**config.mk**
```make
export PLATFORM = sky130hd
export DESIGN_NAME = ualfat_cmd_sched_flat
export DESIGN_NICKNAME = d
export VERILOG_FILES = /design/src/rtl/ualfat_pkg.sv /design/src/rtl/ualfat_cmd_sched_if.sv /design/src/rtl/ualfat_resp_parser.sv /design/src/rtl/ualfat_cmd_sched.sv /design/src/flat_wrapper.sv
export SDC_FILE = /design/constraint.sdc
export NUM_CORES = 1
export LEC_CHECK = 0
export CORE_UTILIZATION = 25
export DETAILED_ROUTE_END_ITERATION = 10
export SKIP_LAST_GASP = 1
export SYNTH_ARGS = -nofsm -noshare
export SYNTH_HDL_FRONTEND = slang
export SYNTH_SLANG_ARGS = --single-unit
export TNS_END_PERCENT = 30
```
**constraint.sdc**
```tcl
create_clock -name clk -period 2.6 [get_ports clk]
set_input_delay 0.26 -clock clk [delete_from_list [all_inputs] [get_ports clk]]
set_output_delay 0.26 -clock clk [all_outputs]
set_load 0.01 [all_outputs]
```
**src/rtl/ualfat_pkg.sv**
```systemverilog
// uALFAT command scheduler: shared encodings and helpers.
// Build option UALFAT_RESP_CHECK_EN selects response parsing over fixed gaps.
package ualfat_pkg;

  localparam logic [2:0] ST_IDLE      = 3'd0;
  localparam logic [2:0] ST_SEND_CMD  = 3'd1;
  localparam logic [2:0] ST_WAIT_RESP = 3'd2;
  localparam logic [2:0] ST_SEND_DATA = 3'd3;
  localparam logic [2:0] ST_DONE      = 3'd4;
  localparam logic [2:0] ST_ERROR     = 3'd5;

  localparam logic [1:0] CMD_I = 2'd0;
  localparam logic [1:0] CMD_O = 2'd1;
  localparam logic [1:0] CMD_W = 2'd2;
  localparam logic [1:0] CMD_C = 2'd3;

  localparam logic [1:0] P_BANG = 2'd0;
  localparam logic [1:0] P_HI   = 2'd1;
  localparam logic [1:0] P_LO   = 2'd2;
  localparam logic [1:0] P_CR   = 2'd3;

  localparam logic [7:0] CH_BANG = 8'h21;
  localparam logic [7:0] CH_CR   = 8'h0D;
  localparam logic [7:0] ERR_FMT = 8'hFE;
  localparam logic [7:0] ERR_TMO = 8'hFF;

  // Command text, left aligned in 12 character slots
  localparam logic [95:0] STR_I = {"I\r", 80'h0};
  localparam logic [95:0] STR_O = "O 1W>DA.LOG\r";
  localparam logic [95:0] STR_W = {"W 1>", 64'h0};
  localparam logic [95:0] STR_C = {"C 1\r", 64'h0};

  function automatic logic [7:0] hex_asc(logic [3:0] n);
    return (n < 4'd10) ? (8'h30 + {4'h0, n})
                       : (8'h37 + {4'h0, n});
  endfunction

  function automatic logic [4:0] hex_val(logic [7:0] c);
    logic [4:0] v;
    v = '0;
    if (c >= 8'h30 && c <= 8'h39)
      v = {1'b1, c[3:0]};
    else if ((c >= 8'h41 && c <= 8'h46) ||
             (c >= 8'h61 && c <= 8'h66))
      v = {1'b1, c[3:0] + 4'd9};
    return v;
  endfunction

  function automatic logic [3:0] cmd_last(logic [1:0] cmd);
    logic [3:0] n;
    unique case (cmd)
      CMD_I:   n = 4'd1;
      CMD_O:   n = 4'd11;
      CMD_W:   n = 4'd10;
      default: n = 4'd3;
    endcase
    return n;
  endfunction

  function automatic logic [7:0] cmd_char(
    logic [1:0] cmd, logic [3:0] idx, logic [23:0] len);
    logic [7:0] c;
    int sh;
    sh = 8 * (11 - int'(idx));
    unique case (cmd)
      CMD_I: c = STR_I[sh +: 8];
      CMD_O: c = STR_O[sh +: 8];
      CMD_C: c = STR_C[sh +: 8];
      default: begin
        if (idx < 4'd4)
          c = STR_W[sh +: 8];
        else if (idx < 4'd10)
          c = hex_asc(len[4*(9-int'(idx)) +: 4]);
        else
          c = CH_CR;
      end
    endcase
    return c;
  endfunction

endpackage

```
**src/rtl/ualfat_cmd_sched_if.sv**
```systemverilog
// Byte stream, response and control signals of the uALFAT scheduler.
interface ualfat_cmd_sched_if;
  logic       start;
  logic       byte_ready;
  logic [7:0] tx_byte;
  logic       tx_valid;
  logic [7:0] rx_byte;
  logic       rx_valid;
  logic [7:0] smp_data;
  logic       smp_valid;
  logic       smp_rd;
  logic       busy;
  logic       done;
  logic       err;
  logic [7:0] err_code;

  modport master (
    output start, byte_ready, rx_byte, rx_valid,
    output smp_data, smp_valid,
    input  tx_byte, tx_valid, smp_rd,
    input  busy, done, err, err_code
  );

  modport slave (
    input  start, byte_ready, rx_byte, rx_valid,
    input  smp_data, smp_valid,
    output tx_byte, tx_valid, smp_rd,
    output busy, done, err, err_code
  );
endinterface

```
**src/rtl/ualfat_resp_parser.sv**
```systemverilog
// Parses "!HH\r" replies; bytes before '!' are dropped.
module ualfat_resp_parser
  import ualfat_pkg::*;
(
  input  logic       clk,
  input  logic       rst,
  input  logic       clr,
  input  logic [7:0] rx_byte,
  input  logic       rx_valid,
  output logic       resp_done,
  output logic       resp_ok,
  output logic [7:0] resp_code
);

  logic [1:0] st_q, st_d;
  logic [7:0] val_q, val_d;
  logic [4:0] hv;

  always_comb begin
    hv = hex_val(rx_byte);
    st_d = st_q;
    val_d = val_q;
    resp_done = 1'b0;
    resp_ok = 1'b0;
    resp_code = ERR_FMT;
    if (clr) begin
      st_d = P_BANG;
    end else if (rx_valid) begin
      unique case (st_q)
        P_BANG: if (rx_byte == CH_BANG) st_d = P_HI;
        P_HI: begin
          val_d[7:4] = hv[3:0];
          st_d = hv[4] ? P_LO : P_BANG;
          resp_done = !hv[4];
        end
        P_LO: begin
          val_d[3:0] = hv[3:0];
          st_d = hv[4] ? P_CR : P_BANG;
          resp_done = !hv[4];
        end
        default: begin
          st_d = P_BANG;
          resp_done = 1'b1;
          if (rx_byte == CH_CR) begin
            resp_code = val_q;
            resp_ok = (val_q == 8'h00);
          end
        end
      endcase
    end
  end

  always_ff @(posedge clk or posedge rst) begin
    if (rst) begin
      st_q <= P_BANG;
      val_q <= '0;
    end else begin
      st_q <= st_d;
      val_q <= val_d;
    end
  end

endmodule

```
**src/rtl/ualfat_cmd_sched.sv**
```systemverilog
// Runs one uALFAT log session: I, O, W + data, C over the SPI byte engine.
// UALFAT_RESP_CHECK_EN: parse replies; otherwise wait GAP_CYC per reply.
module ualfat_cmd_sched
  import ualfat_pkg::*;
#(
  parameter logic [23:0] WR_LEN      = 24'd512,
  parameter logic [31:0] TIMEOUT_CYC = 32'd1000000,
  parameter logic [15:0] GAP_CYC     = 16'd50000
) (
  input logic clk,
  input logic rst,
  ualfat_cmd_sched_if.slave io
);

  logic [2:0]  state_q, state_d;
  logic [1:0]  cmd_q, cmd_d;
  logic [3:0]  chr_q, chr_d;
  logic [23:0] cnt_q, cnt_d;
  logic [31:0] tmr_q, tmr_d;
  logic        post_q, post_d;
  logic        err_q, err_d;
  logic [7:0]  code_q, code_d;

  logic       busy;
  logic       tmr_clr;
  logic       resp_go;
  logic       resp_bad;
  logic [7:0] bad_code;

  assign busy = (state_q == ST_SEND_CMD) ||
                (state_q == ST_WAIT_RESP) ||
                (state_q == ST_SEND_DATA);

`ifdef UALFAT_RESP_CHECK_EN
  logic       rx_en;
  logic       resp_done;
  logic       resp_ok;
  logic [7:0] resp_code;
  logic       unused_gap;

  assign unused_gap = ^GAP_CYC;
  assign rx_en = io.rx_valid && (state_q == ST_WAIT_RESP);

  ualfat_resp_parser u_parser (
    .clk       (clk),
    .rst       (rst),
    .clr       (state_q != ST_WAIT_RESP),
    .rx_byte   (io.rx_byte),
    .rx_valid  (rx_en),
    .resp_done (resp_done),
    .resp_ok   (resp_ok),
    .resp_code (resp_code)
  );

  // Any received byte restarts the timeout window
  assign tmr_clr  = rx_en;
  assign resp_go  = resp_done && resp_ok;
  assign resp_bad = resp_done ? !resp_ok
                  : (!rx_en && (tmr_q + 32'd1 >= TIMEOUT_CYC));
  assign bad_code = resp_done ? resp_code : ERR_TMO;
`else
  logic unused_chk;

  assign unused_chk = ^{io.rx_byte, io.rx_valid, TIMEOUT_CYC};
  assign tmr_clr  = 1'b0;
  assign resp_go  = (tmr_q + 32'd1 >= {16'h0, GAP_CYC});
  assign resp_bad = 1'b0;
  assign bad_code = ERR_TMO;
`endif

  always_comb begin
    state_d = state_q;
    cmd_d = cmd_q;
    chr_d = chr_q;
    cnt_d = cnt_q;
    tmr_d = tmr_q;
    post_d = post_q;
    err_d = err_q;
    code_d = code_q;
    unique case (state_q)
      ST_SEND_CMD: begin
        if (io.byte_ready) begin
          if (chr_q == cmd_last(cmd_q)) begin
            state_d = ST_WAIT_RESP;
            chr_d = '0;
            tmr_d = '0;
          end else begin
            chr_d = chr_q + 4'd1;
          end
        end
      end
      ST_WAIT_RESP: begin
        tmr_d = tmr_clr ? '0 : tmr_q + 32'd1;
        if (resp_bad) begin
          state_d = ST_ERROR;
          err_d = 1'b1;
          code_d = bad_code;
        end else if (resp_go) begin
          tmr_d = '0;
          unique case (cmd_q)
            CMD_W: begin
              // W gets a reply before and after its data block
              if (post_q) begin
                cmd_d = CMD_C;
                post_d = 1'b0;
                state_d = ST_SEND_CMD;
              end else if (WR_LEN == 24'd0) begin
                post_d = 1'b1;
              end else begin
                state_d = ST_SEND_DATA;
                cnt_d = '0;
              end
            end
            CMD_C: state_d = ST_DONE;
            default: begin
              cmd_d = cmd_q + 2'd1;
              state_d = ST_SEND_CMD;
            end
          endcase
        end
      end
      ST_SEND_DATA: begin
        if (io.smp_valid && io.byte_ready) begin
          cnt_d = cnt_q + 24'd1;
          if (cnt_q == WR_LEN - 24'd1) begin
            state_d = ST_WAIT_RESP;
            post_d = 1'b1;
            tmr_d = '0;
          end
        end
      end
      ST_DONE: state_d = ST_IDLE;
      default: ;
    endcase
    if (io.start && !busy) begin
      state_d = ST_SEND_CMD;
      cmd_d = CMD_I;
      chr_d = '0;
      cnt_d = '0;
      tmr_d = '0;
      post_d = 1'b0;
      err_d = 1'b0;
      code_d = '0;
    end
  end

  always_ff @(posedge clk or posedge rst) begin
    if (rst) begin
      state_q <= ST_IDLE;
      cmd_q <= CMD_I;
      chr_q <= '0;
      cnt_q <= '0;
      tmr_q <= '0;
      post_q <= 1'b0;
      err_q <= 1'b0;
      code_q <= '0;
    end else begin
      state_q <= state_d;
      cmd_q <= cmd_d;
      chr_q <= chr_d;
      cnt_q <= cnt_d;
      tmr_q <= tmr_d;
      post_q <= post_d;
      err_q <= err_d;
      code_q <= code_d;
    end
  end

  always_comb begin
    io.tx_byte = '0;
    io.tx_valid = 1'b0;
    io.smp_rd = 1'b0;
    unique case (state_q)
      ST_SEND_CMD: begin
        io.tx_byte = cmd_char(cmd_q, chr_q, WR_LEN);
        io.tx_valid = 1'b1;
      end
      ST_SEND_DATA: begin
        io.tx_byte = io.smp_data;
        io.tx_valid = io.smp_valid;
        io.smp_rd = io.smp_valid && io.byte_ready;
      end
      default: ;
    endcase
  end

  assign io.busy = busy;
  assign io.done = (state_q == ST_DONE);
  assign io.err = err_q;
  assign io.err_code = code_q;

endmodule

```
**src/flat_wrapper.sv**
```systemverilog
// flat-port wrapper written by rule: the top's interface ports become plain ports
module ualfat_cmd_sched_flat import ualfat_pkg::*;
#(
  parameter logic [23:0] WR_LEN      = 24'd512,
  parameter logic [31:0] TIMEOUT_CYC = 32'd1000000,
  parameter logic [15:0] GAP_CYC     = 16'd50000
)
  (clk, rst, io_start, io_byte_ready, io_rx_byte, io_rx_valid, io_smp_data, io_smp_valid, io_tx_byte, io_tx_valid, io_smp_rd, io_busy, io_done, io_err, io_err_code);
  ualfat_cmd_sched_if io_i ();
  input logic clk;
  input logic rst;
  input wire logic [$bits(io_i.start)-1:0] io_start;
  input wire logic [$bits(io_i.byte_ready)-1:0] io_byte_ready;
  input wire logic [$bits(io_i.rx_byte)-1:0] io_rx_byte;
  input wire logic [$bits(io_i.rx_valid)-1:0] io_rx_valid;
  input wire logic [$bits(io_i.smp_data)-1:0] io_smp_data;
  input wire logic [$bits(io_i.smp_valid)-1:0] io_smp_valid;
  output wire logic [$bits(io_i.tx_byte)-1:0] io_tx_byte;
  output wire logic [$bits(io_i.tx_valid)-1:0] io_tx_valid;
  output wire logic [$bits(io_i.smp_rd)-1:0] io_smp_rd;
  output wire logic [$bits(io_i.busy)-1:0] io_busy;
  output wire logic [$bits(io_i.done)-1:0] io_done;
  output wire logic [$bits(io_i.err)-1:0] io_err;
  output wire logic [$bits(io_i.err_code)-1:0] io_err_code;
  assign io_i.start = io_start;
  assign io_i.byte_ready = io_byte_ready;
  assign io_i.rx_byte = io_rx_byte;
  assign io_i.rx_valid = io_rx_valid;
  assign io_i.smp_data = io_smp_data;
  assign io_i.smp_valid = io_smp_valid;
  assign io_tx_byte = io_i.tx_byte;
  assign io_tx_valid = io_i.tx_valid;
  assign io_smp_rd = io_i.smp_rd;
  assign io_busy = io_i.busy;
  assign io_done = io_i.done;
  assign io_err = io_i.err;
  assign io_err_code = io_i.err_code;
  ualfat_cmd_sched #(.WR_LEN(WR_LEN), .TIMEOUT_CYC(TIMEOUT_CYC), .GAP_CYC(GAP_CYC)) u_core (.clk(clk), .rst(rst), .io(io_i));
endmodule
```
Word-level counts from Yosys, hierarchy flattened
Index checks and enable logic that the tools add are counted.
{"block": "totals", "reg_bits": 66, "input_bits": 22, "output_inout_bits": 21, "word_cells": 107}
{"block": "classes", "addsub": 8, "magnitude_cmp": 4, "eq_ne": 18, "shift": 5, "n_mux": 47, "reduce_logical": 19}
{"op": "$shiftx A96 B32 Y8 const A", "count": 4}
{"op": "$mux W32", "count": 6}
{"op": "$mux W24", "count": 5}
{"op": "$pmux W32 S3", "count": 1}
{"op": "$pmux W24 S2", "count": 1}
{"op": "$add A32 B1 Y32 const B", "count": 1}
{"op": "$ge A32 B16 Y1 const B", "count": 1}
{"op": "$shiftx A24 B32 Y4 const A", "count": 1}
{"op": "$add A24 B1 Y24 const B", "count": 1}
{"op": "$eq A24 B9 Y1 const B", "count": 1}
{"op": "$mux W4", "count": 6}
{"op": "$mux W8", "count": 3}
{"op": "$pmux W8 S3", "count": 1}
{"op": "$mux W3", "count": 6}
{"op": "$ne A3 B3 Y1 const B", "count": 6}
{"op": "$pmux W8 S2", "count": 1}
{"op": "$reduce_and A5 Y1", "count": 3}
{"op": "$add A6 B4 Y7 const A", "count": 2}
{"op": "$pmux W3 S4", "count": 1}
{"op": "$pmux W4 S3", "count": 1}
{"op": "$mux W2", "count": 5}
{"op": "$sub A4 B4 Y5 const A", "count": 2}
{"op": "$lt A4 B4 Y1 const B", "count": 2}
{"op": "$reduce_bool A2 Y1", "count": 4}
{"op": "26 further kinds", "count": 36}

Longest topological paths before layout
Gate-level depths: netlist of the first run.
{"block": "logic_depth", "depth_word": 9, "ltp_mapped": 11, "depth_no_buf": 9}

Worst setup path after synthesis of the first run
Ideal clock, no wire load.
{"block": "synth_path", "path_type": "register to register", "start": "reg u_core.tmr_q[0]", "end": "reg u_core.tmr_q[9]", "arrival_ns": 2.562, "required_time_ns": 2.473, "setup_slack_ns": -0.089, "stages_incl_launch_ff": 10, "n_path_buf": 0, "cell_sequence": "dfrtp_1 -> ha_1 -> nand3_1 -> nor4_1 -> and3_1 -> o21ai_0 -> a32oi_4 -> nor4_4 -> and3_2 -> a221o_2"}
{"block": "synth_between", "elab_chain_len": 5}
{"element": "start, declared", "line": "ualfat_cmd_sched.sv:19", "source": "logic [31:0] tmr_q, tmr_d;"}
{"element": "start signal, assigned", "line": "ualfat_cmd_sched.sv:162", "source": "tmr_q <= tmr_d;"}
{"element": "$add A32 B1 Y32 (*)", "line": "ualfat_cmd_sched.sv:66, ualfat_cmd_sched.sv:93"}
{"element": "$ge A32 B16 Y1", "line": "ualfat_cmd_sched.sv:66", "source": "assign resp_go = (tmr_q + 32'd1 >= {16'h0, GAP_CYC});"}
{"element": "$mux W32 (*)", "line": "ualfat_cmd_sched.sv:98", "source": "end else if (resp_go) begin"}
{"element": "$pmux W32 S3 (*)", "line": "ualfat_cmd_sched.sv:80", "source": "unique case (state_q)"}
{"element": "$mux W32 (*)", "line": "ualfat_cmd_sched.sv:135", "source": "if (io.start && !busy) begin"}
Every way passes the cells marked *; elsewhere a longest branch is shown, timed or not.
A chain may end at the register's enable or synchronous reset.

Final worst setup path of the first run
{"block": "layout_path", "start": "reg u_core.tmr_q[1]", "end": "reg u_core.tmr_q[3]"}
Same word-level chain as after synthesis.

==> reports/summary.txt, run 1 <==
Die Wd = 140 um
Syn Inst Count = 578
Die H = 140 um
Grt ovf = 0
Pleak = 3.02 nW
RR Endpoint = u_core.tmr_q[3]
Initial antenna violation count = 0
Critical Path End Type = flop
CP delay by family, top = simple AND/OR/NAND/NOR gates
Initial Util = 0.259
Final Slew Violations = 0
Clock-pin slew on the worst setup and hold paths = 0.06 ns
Hpwl dp = 8100 um
TritonCTS clock tree = yes
Yosys warns = 0
First-pass GRT wire length = 20,200 um
CTS Buffer Depth = 2
CP arrival = 3.12 ns
Final Cycle Share = 1.09
Sum Neg Setup Slack = -6.35 ns
Hold Fails Final Rpt = 0
Final non-filler cell total = 928
Sequential-to-total area share from yosys stat = 0.348
Final Util = 0.360
WP depth = 14
P per Cell Area = 616 mW/mm^2
Final setup skew = 0.00867 ns
Hold buffer count at cts = 0
Final setup violation count = 45
Worst path slowest cell = or4_4
Worst vdd rail ir drop = 295 uV
Core region area = 0.0183 mm^2
Vias in the first global route = 4,206
Critical Path Start Type = flop
Antenna Nets Post-Route = 0
Worst hold-check path type = in -> async
Crit-path cells = buf_6, nand4_1, nor4_4, buf_4, buf_4, a211oi_2, a41oi_2, or4_4, buf_12, nor4_4, buf_6, buf_6, a21o_2, a22o_2
Most used DFF post-synth = dfrtp_1
H-tree Lvls = 3
R2R cell count = 14
WP data required = 2.89 ns
Post-synth EDFFs = 0
RSZ-0062 raised after global routing = true
DRC violations left = 0
Gp weighted congestion = 0.834
Placed Cells = 886
Drt initial violations = 329
Total Wirelength = 12,100 um
CP Class = reg -> reg
R2R setup slack = -0.23 ns
IO buf count = 24
Vias per cell = 4.95
Most frequent CP cell = buf_6
Async S/R FF share, synth = 1.00
Max Clk Rate = 353 MHz
Pre-antenna DRT Iters = 5
Tot Pwr = 0.00405 W
Failing checks = setup timing
Seq cells post-synth = 66
Overall routing resource usage = 0.126
Ports = 43
Crit path from = u_core.tmr_q[1]
Root Driver = clkbuf_16
Clk_lat worst skew = 0.34 ns
Tmin final = 2.83 ns
CTS sink count = 66
CP max FO = 6
Largest net degree at the start of global routing = 67
DR vias = 4,593
Status = finished with violations
Layout cells sized above 1 = 0.263
Site Rows = 49
CTS Buf Count = 9
Worst Slack Setup Final = -0.231 ns
DIE AREA = 0.0195 mm^2
RR Startpoint = u_core.tmr_q[1]
Area grow syn2layout = 38.6%
Syn_area_per_cell = 8.20 um^2
Nets = 729
Syn Std Cell Area = 0.00474 mm^2
Routed WL per cell = 13.1 um
Crit path capture = u_core.tmr_q[3]
Max_cap viols = 0
Fillers = 1,830
CP Buf/Inv Count = 6
Crit path largest cell delay = 0.60 ns
Diode count = 0
Post-synth cell types = 68
-- final cells by class --
type,instances,area (um^2),area share
timing repair buffer,139,1270,0.193
clock buffer,10,239,0.0364
sequential,66,1650,0.252
tap,229,287,0.0436
clock inverter,6,80.1,0.0122
multi-input combinational,457,2960,0.451
inverter,21,78.8,0.0120
-- logic make-up after synthesis --
kind of cell    share of synthesized area
compound gates                      0.218
mux                               0.00871
xor+xnor                           0.0333
flops                               0.348
buf+inv                            0.0692
other cells                      0.000791
simple gates                        0.287
fa+ha+maj                          0.0343
-- where the power goes --
| group | total, W | switching [W] | internal [W] |
|---|---|---|---|
| combinational | 0.00150 | 0.000769 | 0.000735 |
| sequential | 0.00122 | 0.000102 | 0.00112 |
| clock | 0.00132 | 0.000465 | 0.000858 |
| total | 0.00405 | 0.00134 | 0.00271 |
-- metrics by stage --
| stage | hold slack, ns | instance area, um^2 | worst slack, ns |
|---|---|---|---|
| CTS | 0.315 | 6340 | -0.0955 |
| detailed placement | 0.490 | 5800 | -0.109 |
| global placement | 0.490 | 5800 | -0.0643 |
| finish | 0.315 | 6570 | -0.231 |
| global route | 0.349 | 6570 | -0.387 |
| floorplan | 0.451 | 4800 | -0.00861 |
-- worst min path at each step --
stage	startpoint	to	slack (ns)	cells past startpoint
after floorplan	u_core.cnt_q[23]	u_core.cnt_q[23]	0.45	1
after global placement	u_core.cnt_q[23]	u_core.cnt_q[23]	0.49	1
after detailed placement	u_core.cnt_q[23]	u_core.cnt_q[23]	0.49	1
after CTS	rst	u_core.cnt_q[22]	0.31	3
after global routing	rst	u_core.tmr_q[16]	0.35	3
final	rst	u_core.tmr_q[17]	0.32	3
-- state kept, by name, indices dropped and copies added (netlist names) --
name and flops:
u_core.cmd_q 2, u_core.cnt_q 24, u_core.state_q 3, u_core.tmr_q 32, u_core.chr_q 4, u_core.post_q 1
-- repair_timing --
item,CTS,global route
setup buffers,9,12
setup endpoints to repair,49,51
pin swaps,6,14
cloned,2,3
resized for setup,31,48
-- tightest hold or removal path, cell delays in order --
cell and delay (ns):
clkdlybuf4s50_1 0.41, inv_2 0.07, buf_12 0.31
-- routing by layer --
metal	wire [um]	track usage	vias up	part of all wire
met5	0	0	-	0
met4	222	0.0434	0	0.018
met3	489	0.0289	17	0.040
met2	5550	0.196	90	0.46
met1	5870	0.171	2161	0.48
li1	-	-	2325	-
-- synthesized netlist by cell type, drive strengths merged (2+ instances only) --
cell | count | area [um^2]
nand4 | 17 | 143
mux2i | 3 | 30.0
and3 | 13 | 82.6
nor3 | 18 | 90.1
o221ai | 2 | 17.5
dfrtp | 66 | 1650
a41oi | 2 | 17.5
clkbuf | 21 | 85.1
a211o | 2 | 17.5
or3 | 4 | 25.0
o211ai | 6 | 45.0
buf | 21 | 164
a22o | 3 | 27.5
nand2 | 58 | 218
inv | 20 | 75.1
xnor2 | 13 | 114
xor2 | 5 | 43.8
nand2b | 4 | 25.0
a211oi | 2 | 15.0
nor2 | 46 | 173
nor2b | 2 | 12.5
nor4 | 11 | 114
o21ai | 70 | 350
ha | 13 | 163
and2 | 23 | 145
nand3b | 8 | 60.1
and4 | 5 | 43.8
nand3 | 33 | 165
o22ai | 5 | 31.3
a31oi | 8 | 50.1
or4 | 4 | 33.8
o31ai | 6 | 45.0
a21o | 3 | 25.0
a21oi | 38 | 190
a32o | 4 | 40.0
-- cell usage in the layout, fill, tap and decap left out, drive strengths merged, types with 3 or more instances in the layout --
cell / synthesis / routed
o211ai: 6 / 6
nand4: 17 / 17
and3: 13 / 13
clkinv: 1 / 5
a21oi: 38 / 38
xor2: 5 / 5
nand3: 33 / 33
nor2: 46 / 46
xnor2: 13 / 13
o22ai: 5 / 5
conb: 1 / 9
nor3: 18 / 18
nand3b: 8 / 8
buf: 21 / 114
dfrtp: 66 / 66
a31oi: 8 / 8
nand2b: 4 / 4
inv: 20 / 20
and2: 23 / 23
or3: 4 / 4
clkbuf: 21 / 11
clkdlybuf4s50: 0 / 17
and4: 5 / 5
nand2: 58 / 58
a32o: 4 / 4
mux2i: 3 / 3
nor4: 11 / 11
o31ai: 6 / 6
or4: 4 / 4
o21ai: 70 / 70
a22o: 3 / 3
dlygate4sd2: 0 / 6
a21o: 3 / 3
ha: 13 / 13
Note: power is estimated with default switching activity, not from simulation.
==> run 2, diff against run 1 <==
CORE_UTILIZATION = 35   (was 25)
clock period = 2.8 ns   (was 2.6 ns; I/O delays follow)
==> run 2 against run 1 <==
Net effect: global-route usage grew 5.2 points; die area down 28%; cell count is 10% lower; the flow now finishes without violations; combinational power is 22% lower; first-iteration DRC count shrank 41%; critical endpoint is now io_tx_byte[5]; sequential power shrank 7%; largest power group unchanged; clock power is 15% lower; largest cell class unchanged.
==> reports/summary.txt, run 2 (same netlist as run 1, synthesis figures left out) <==
Status = complete, no violations
Initial antenna violation count = 0
Worst Slack Setup Final = 0.00410 ns
DRC violations left = 0
Die H = 118 um
Top flop regs = u_core.tmr_q (32), u_core.cnt_q (24), u_core.chr_q (4)
Relative slew slack = 0.499
Vias per cell = 5.40
Tightest Pin Transition = 0.751 ns
CTS Buf Count = 9
Largest register FFs = 32
Ports = 43
Final Slew Violations = 0
Overall routing resource usage = 0.178
Critical Path Start Type = flop
H-tree Lvls = 3
Final Cycle Share = 0.999
CP Buf/Inv Count = 3
DIE AREA = 0.0140 mm^2
Reg area = 0.00166 mm^2
TritonCTS clock tree = yes
Drt initial violations = 193
Hold_ws = 0.401 ns
DR vias = 4,500
Worst hold-check path type = in -> async
Footprint of the multi-input gates = 0.00292 mm^2
Hold Fails Final Rpt = 0
Tmin final = 2.80 ns
Diode count = 0
Critical Path End Type = output port
Pre-antenna DRT Iters = 5
Crit-path cells = inv_2, ha_4, or3_1, buf_4, a21oi_1, nor3_1, o21ai_0, clkdlybuf4s50_1
Crit path largest cell delay = 0.56 ns
Design area = 0.00602 mm^2
Hpwl dp = 8220 um
IO buf count = 24
Grt ovf = 0
Sum Neg Setup Slack = 0 ns
CP delay by family, top = buffers and inverters
Worst vdd rail ir drop = 256 uV
Tot Pwr = 0.00343 W
Worst path slowest cell = clkdlybuf4s50_1
Nets = 688
Pleak = 2.76 nW
Total Wirelength = 12,100 um
WP data required = 2.52 ns
Routed WL per cell = 14.5 um
CP Class = reg -> out
Gp weighted congestion = 0.901
Most frequent cells in the layout = buf_4, dfrtp_1, o21ai_0
Clk_lat worst skew = 0.34 ns
Antenna Nets Post-Route = 0
Root Driver = clkbuf_16
Layout cells sized above 1 = 0.209
Largest net degree at the start of global routing = 35
RSZ-0062 raised after global routing = true
P per Cell Area = 570 mW/mm^2
Final setup skew = 0.0102 ns
Final setup violation count = 0
Vias in the first global route = 4,368
CTS Buffer Depth = 2
Fillers = 1,289
Setup Slack @ Placement = 0.0576 ns
Most flop-heavy register = u_core.tmr_q
Core region area = 0.0132 mm^2
Area grow syn2layout = 27.1%
Max_cap viols = 0
Max Clk Rate = 358 MHz
Initial Util = 0.358
CP arrival = 2.52 ns
Site Rows = 42
Die Wd = 118 um
Clock-pin slew on the worst setup and hold paths = 0.06 ns
CP max FO = 8
CTS sink count = 66
Placed cell areas = 0.00548 mm^2
First-pass GRT wire length = 20,300 um
Commonest non-fill, non-tap cell in the layout = buf_4
-- run 2: per-stage QoR --
step,std cells,utilization
floorplan,586,-
global route,833,0.455
global placement,806,0.414
detailed placement,806,0.414
finish,833,0.455
CTS,825,0.439
-- run 2: what timing repair did --
action / in CTS / in global routing
setup endpoints to repair: 6 / 39
setup buffers: 4 / 7
gates cloned: 0 / 1
pin swaps: 3 / 8
resized for setup: 8 / 37
hold buffers: 0 / 0
hold endpoints to repair: 0 / 0
-- run 2: metal layers --
layer / global-route usage / vias up / part of all wire
li1: - / 2232 / -
met1: 0.226 / 2164 / 0.46
met2: 0.296 / 87 / 0.49
met3: 0.0275 / 17 / 0.034
met4: 0.0823 / 0 / 0.018
met5: 0 / - / 0
-- run 2: worst paths after layout --
path	start	end	slack, ns	cells past startpoint
min in group clk	u_core.cnt_q[23]	u_core.cnt_q[23]	0.49	1
max reg2reg	u_core.tmr_q[11]	u_core.cnt_q[19]	0.09	10
min	rst	u_core.tmr_q[29]	0.40	2
min reg2reg	u_core.cnt_q[23]	u_core.cnt_q[23]	0.49	1
max	u_core.chr_q[3]	io_tx_byte[5]	0.004	8
max in group asynchronous	rst	u_core.chr_q[1]	1.75	3
-- run 2: final cells by class --
type | count | area share
multi-input cells | 457 | 0.485
flip-flops and latches | 66 | 0.275
repair buffers | 98 | 0.143
clock buffers | 12 | 0.0409
well taps | 176 | 0.0366
inverters | 21 | 0.0133
clock inverters | 3 | 0.00665
-- run 2: power breakdown --
group | switching [W] | internal (W)
Clock | 0.000417 | 0.000706
Combinational | 0.000646 | 0.000519
Sequential | 0.000106 | 0.00104
